===== src/rtl/bcd_seq_conv.sv =====
// bcd_seq_conv: iterative binary-to-BCD converter (shift-add-3, one bit per cycle)
// with valid/ready handshakes, overflow detection and optional leading-zero blanking.
module bcd_seq_conv #(
  parameter int unsigned N        = 32,
  parameter int unsigned DIGITS   = 10,
  parameter int unsigned BLANK_LZ = 1
) (
  input  logic                  clk,
  input  logic                  rst,
  input  logic [N-1:0]          bin,
  input  logic                  i_vld,
  output logic                  i_rdy,
  output logic [4*DIGITS-1:0]   bcd,
  output logic [DIGITS-1:0]     blank,
  output logic                  ovf,
  output logic                  o_vld,
  input  logic                  o_rdy
);

  localparam int unsigned CW = $clog2(N + 1);
  localparam int unsigned BW = 4 * DIGITS;
  localparam logic [DIGITS-1:0] RST_BLANK = (BLANK_LZ != 0) ? ~DIGITS'(1) : '0;

  typedef enum logic [1:0] {
    IDLE,
    SHIFT,
    DONE
  } state_t;

  state_t              r_state;
  logic [N-1:0]        r_shreg;
  logic [BW-1:0]       r_work;
  logic                r_wovf;
  logic [CW-1:0]       r_cnt;
  logic [BW-1:0]       r_bcd;
  logic [DIGITS-1:0]   r_blank;
  logic                r_ovf;
  logic                r_ovld;

  logic [BW-1:0]       w_adj;
  logic [BW-1:0]       w_work_nxt;
  logic                w_ovf_nxt;
  logic [DIGITS-1:0]   w_blank;
  logic                w_zero;

  // Add-3 correction on every digit >= 5, then one-bit shift of {work, shreg}
  always_comb begin
    w_adj = r_work;
    for (int unsigned k = 0; k < DIGITS; k++) begin
      if (r_work[4*k +: 4] >= 4'd5) begin
        w_adj[4*k +: 4] = r_work[4*k +: 4] + 4'd3;
      end
    end
    w_work_nxt = {w_adj[BW-2:0], r_shreg[N-1]};
    w_ovf_nxt  = r_wovf | w_adj[BW-1];
  end

  // Leading-zero mask from the final working value; digit 0 is never blanked
  always_comb begin
    w_blank = '0;
    w_zero  = 1'b1;
    for (int unsigned k = DIGITS - 1; k >= 1; k--) begin
      w_zero     = w_zero & (w_work_nxt[4*k +: 4] == 4'd0);
      w_blank[k] = w_zero;
    end
    if ((BLANK_LZ == 0) || w_ovf_nxt) begin
      w_blank = '0;
    end
  end

  // Control FSM and datapath; results are captured on the final shift so they
  // appear together with o_vld on DONE entry
  always_ff @(posedge clk) begin
    if (rst) begin
      r_state <= IDLE;
      r_shreg <= '0;
      r_work  <= '0;
      r_wovf  <= 1'b0;
      r_cnt   <= '0;
      r_bcd   <= '0;
      r_blank <= RST_BLANK;
      r_ovf   <= 1'b0;
      r_ovld  <= 1'b0;
    end else begin
      case (r_state)
        IDLE: begin
          if (i_vld) begin
            r_shreg <= bin;
            r_work  <= '0;
            r_wovf  <= 1'b0;
            r_cnt   <= CW'(N);
            r_state <= SHIFT;
          end
        end
        SHIFT: begin
          r_shreg <= r_shreg << 1;
          r_work  <= w_work_nxt;
          r_wovf  <= w_ovf_nxt;
          r_cnt   <= r_cnt - CW'(1);
          if (r_cnt == CW'(1)) begin
            r_bcd   <= w_work_nxt;
            r_ovf   <= w_ovf_nxt;
            r_blank <= w_blank;
            r_ovld  <= 1'b1;
            r_state <= DONE;
          end
        end
        DONE: begin
          if (o_rdy) begin
            r_ovld  <= 1'b0;
            r_state <= IDLE;
          end
        end
        default: r_state <= IDLE;
      endcase
    end
  end

  assign i_rdy = (r_state == IDLE);
  assign bcd   = r_bcd;
  assign blank = r_blank;
  assign ovf   = r_ovf;
  assign o_vld = r_ovld;

endmodule


===== config.mk =====
export PLATFORM = sky130hd
export DESIGN_NAME = bcd_seq_conv
export DESIGN_NICKNAME = d
export VERILOG_FILES = /design/src/rtl/bcd_seq_conv.sv
export SDC_FILE = /design/constraint.sdc
export NUM_CORES = 1
export LEC_CHECK = 0
export CAP_MARGIN = 10
export CORE_ASPECT_RATIO = 1.25
export CORE_MARGIN = 4
export CORE_UTILIZATION = 45
export CTS_CLUSTER_SIZE = 8
export DETAILED_ROUTE_END_ITERATION = 6
export DONT_BUFFER_PORTS = 1
export PLACE_DENSITY = 0.6
export SYNTH_ARGS = -nofsm -noshare
export SYNTH_HDL_FRONTEND = slang
export SYNTH_SLANG_ARGS = --single-unit

===== constraint.sdc =====
create_clock -name clk -period 3.7 [get_ports clk]
set_input_delay 0.925 -clock clk [delete_from_list [all_inputs] [get_ports clk]]
set_output_delay 0.925 -clock clk [all_outputs]
set_load 0.005 [all_outputs]

==> metrics <==
status=complete, no violations; Layout Utilization=0.507; Setup Viol. Count Final=0; fmax=0.426 GHz; Hold Crit Start=bcd[26]; setup ws final=roughly 1400 ps; WL final=~15,000 microns; initial antenna violation count=0; IO buf count=0; Diodes inserted=0; register bit total from synthesis=roughly 130; power share of the combinational group=0.077; Die Wd=around 120 microns; Sink Count=132; hpwl dp=9550 microns; Worst Setup SP=r_state[0]; via count=5,471; Inserted Clock Buffers=17; largest net degree at the start of global routing=133; total setup buffers inserted after CTS=0; row count=48; effective utilization at floorplan=0.463; Slew Limit Fails=0; GRT Resource Usage Total=0.186; most frequent cells in the layout=nor2_1, dfxtp_1, a21oi_1; DRC viols=0; Top Ports=89; Post-synth EDFFs=0; CTS tree=done; CP arrival=1420 ps; Placement Setup Slack=1410 ps; critical setup path kind=reg2out; TritonRoute pass-1 iters=5; Synth warnings=0; critical path peak fanout=73; MaxCap Viol Count=0; Hold Path Class=reg2reg; cell area after synthesis=about 6400 sq um; Power Dens Cells=486 nW/um^2; Setup TNS=0 ps; DR vias/cell=5.52; Synth cell types=49; global placer's final weighted congestion=0.764; RSZ-0062 raised after global routing=false; Power Internal=2.66 mW; first-pass GRT wire length=about 25,000 microns; DIE AREA=16,300 sq um; Post-Syn Nets=about 900; Switching Share=0.227; die height=142 microns; Worst slew margin=0.380; Mean Syn Cell Area=7.69 sq um; H-tree Lvls=4; DRT antenna net count=0; Post-Route Skew=roughly 16 ps; commonest non-fill, non-tap cell in the layout=nor2_1; 1st-iter DRT viols=289; CTS clk-pin slew, worst paths=about 50 ps; Peak VDD IR=0.264 mV; Crit. End Element=output pin; sequential cell area fraction in the yosys report=0.410; clock root buffer=clkbuf_16; vias in the first global route=5,269; final hold viol count=0; ys async rst share=0; per-cell routed wire length=14.9 microns; critical-path cell with the highest stage delay=buf_4; CP Launch Type=flop; post-layout minimum cycle time=roughly 2300 ps; core area=13,900 sq um; CTS resizes=0; Syn Inst Count=838; Area after DPL=6490 sq um; Leak=around 2.7 nW; P_sw=0.779 mW; Period Utilization, post-route=0.635; Layout area overhead=9.66%; Clk network pwr share=0.479; Critical Path Max Stage Delay=500 ps; Flop pwr share=0.445; deepest clock path buffer count=2; GR Overflow Total=0; Final #Nets=864; Slew @ Worst Pin=929 ps; Skew-Pair Late Insertion Delay=420 ps; CP required=2770 ps; Post-CTS Hold Fix Bufs=0; post-route cell area=7070 sq um; critical-path cell list=buf_4 > nor2_1; ratio of cells with drive above 1 in the final layout=0.0600; Synth Flop Type=dfxtp_1; reg2reg start=r_work[32]
==> synth_stat cells, drive strengths merged, types with 12 or more instances <==
cell type,n,area (sq um)
a211oi,17,128
a21oi,103,523
a22oi,25,188
buf,13,62.6
clkbuf,44,165
dfxtp,132,2640
ha,22,275
inv,24,90.1
mux2i,14,140
nand2,63,236
nand2b,16,100
nand3,12,60.1
nor2,175,657
nor2b,32,200
nor3,46,230
nor3b,18,145
o21ai,28,144
==> final timing paths <==
check | to | slack, ps | depth (start not counted)
setup / recovery | i_rdy | 1350 | 2
hold reg to reg | bcd[26] | 470 | 2
setup reg to reg | blank[5] | 1440 | 8
hold / removal | bcd[26] | 470 | 2
==> final cells by class <==
| cell class | instances | area, sq um |
|---|---|---|
| inverters | 24 | 90.1 |
| repair buffers | 6 | 45.0 |
| well taps | 175 | 219 |
| fillers | 1354 | 6860 |
| flip-flops and latches | 132 | 2640 |
| clock buffers | 26 | 509 |
| clock inverters | 4 | 70.1 |
| multi-input cells | 625 | 3490 |
==> per-layer routing <==
metal,track usage,share of wire
met1,0.220,0.44
met3,0.0559,0.059
met4,0.0735,0.014
met5,0,0
met2,0.313,0.49
==> stage by stage <==
stage | hold slack, ps | power, mW | cells
3_5_place_dp | 465 | 1.82 | 962
4_1_cts | 472 | 3.48 | 992
3_3_place_gp | 463 | 1.81 | 962
2_1_floorplan | 446 | 1.79 | 838
6_report | 473 | 3.44 | 992
5_1_grt | 488 | 3.59 | 992
==> sequential cells by signal, indices dropped and copies added (netlist names) <==
register / cells
ovf: 1
r_work: 40
r_shreg: 32
o_vld: 1
r_state: 2
bcd: 40
r_wovf: 1
r_cnt: 6
blank: 9
==> critical path: cells and delay by family, from the launching register on <==
kind,cells,cell delay [ps]
simple gates,1,180
flops,1,320
buf+inv,1,500
==> power groups by stage <==
stage	registers, mW	logic, mW	clock network (mW)
CTS	1.53	0.268	1.68
global route	1.53	0.310	1.75
finish	1.53	0.264	1.65
detailed placement	1.56	0.267	0
global placement	1.55	0.260	0
floorplan	1.54	0.247	0
==> logic make-up after synthesis <==
logic type      count (synthesis)  share of synthesized area
buf+inv                        81                     0.0493
compound gates                190                      0.178
other cells                     1                   0.000582
simple gates                  388                      0.285
fa+ha+maj                      22                     0.0427
xor+xnor                       10                     0.0136
mux                            14                     0.0217
flops                         132                      0.410
No activity file was read; power rests on OpenSTA's default activity.
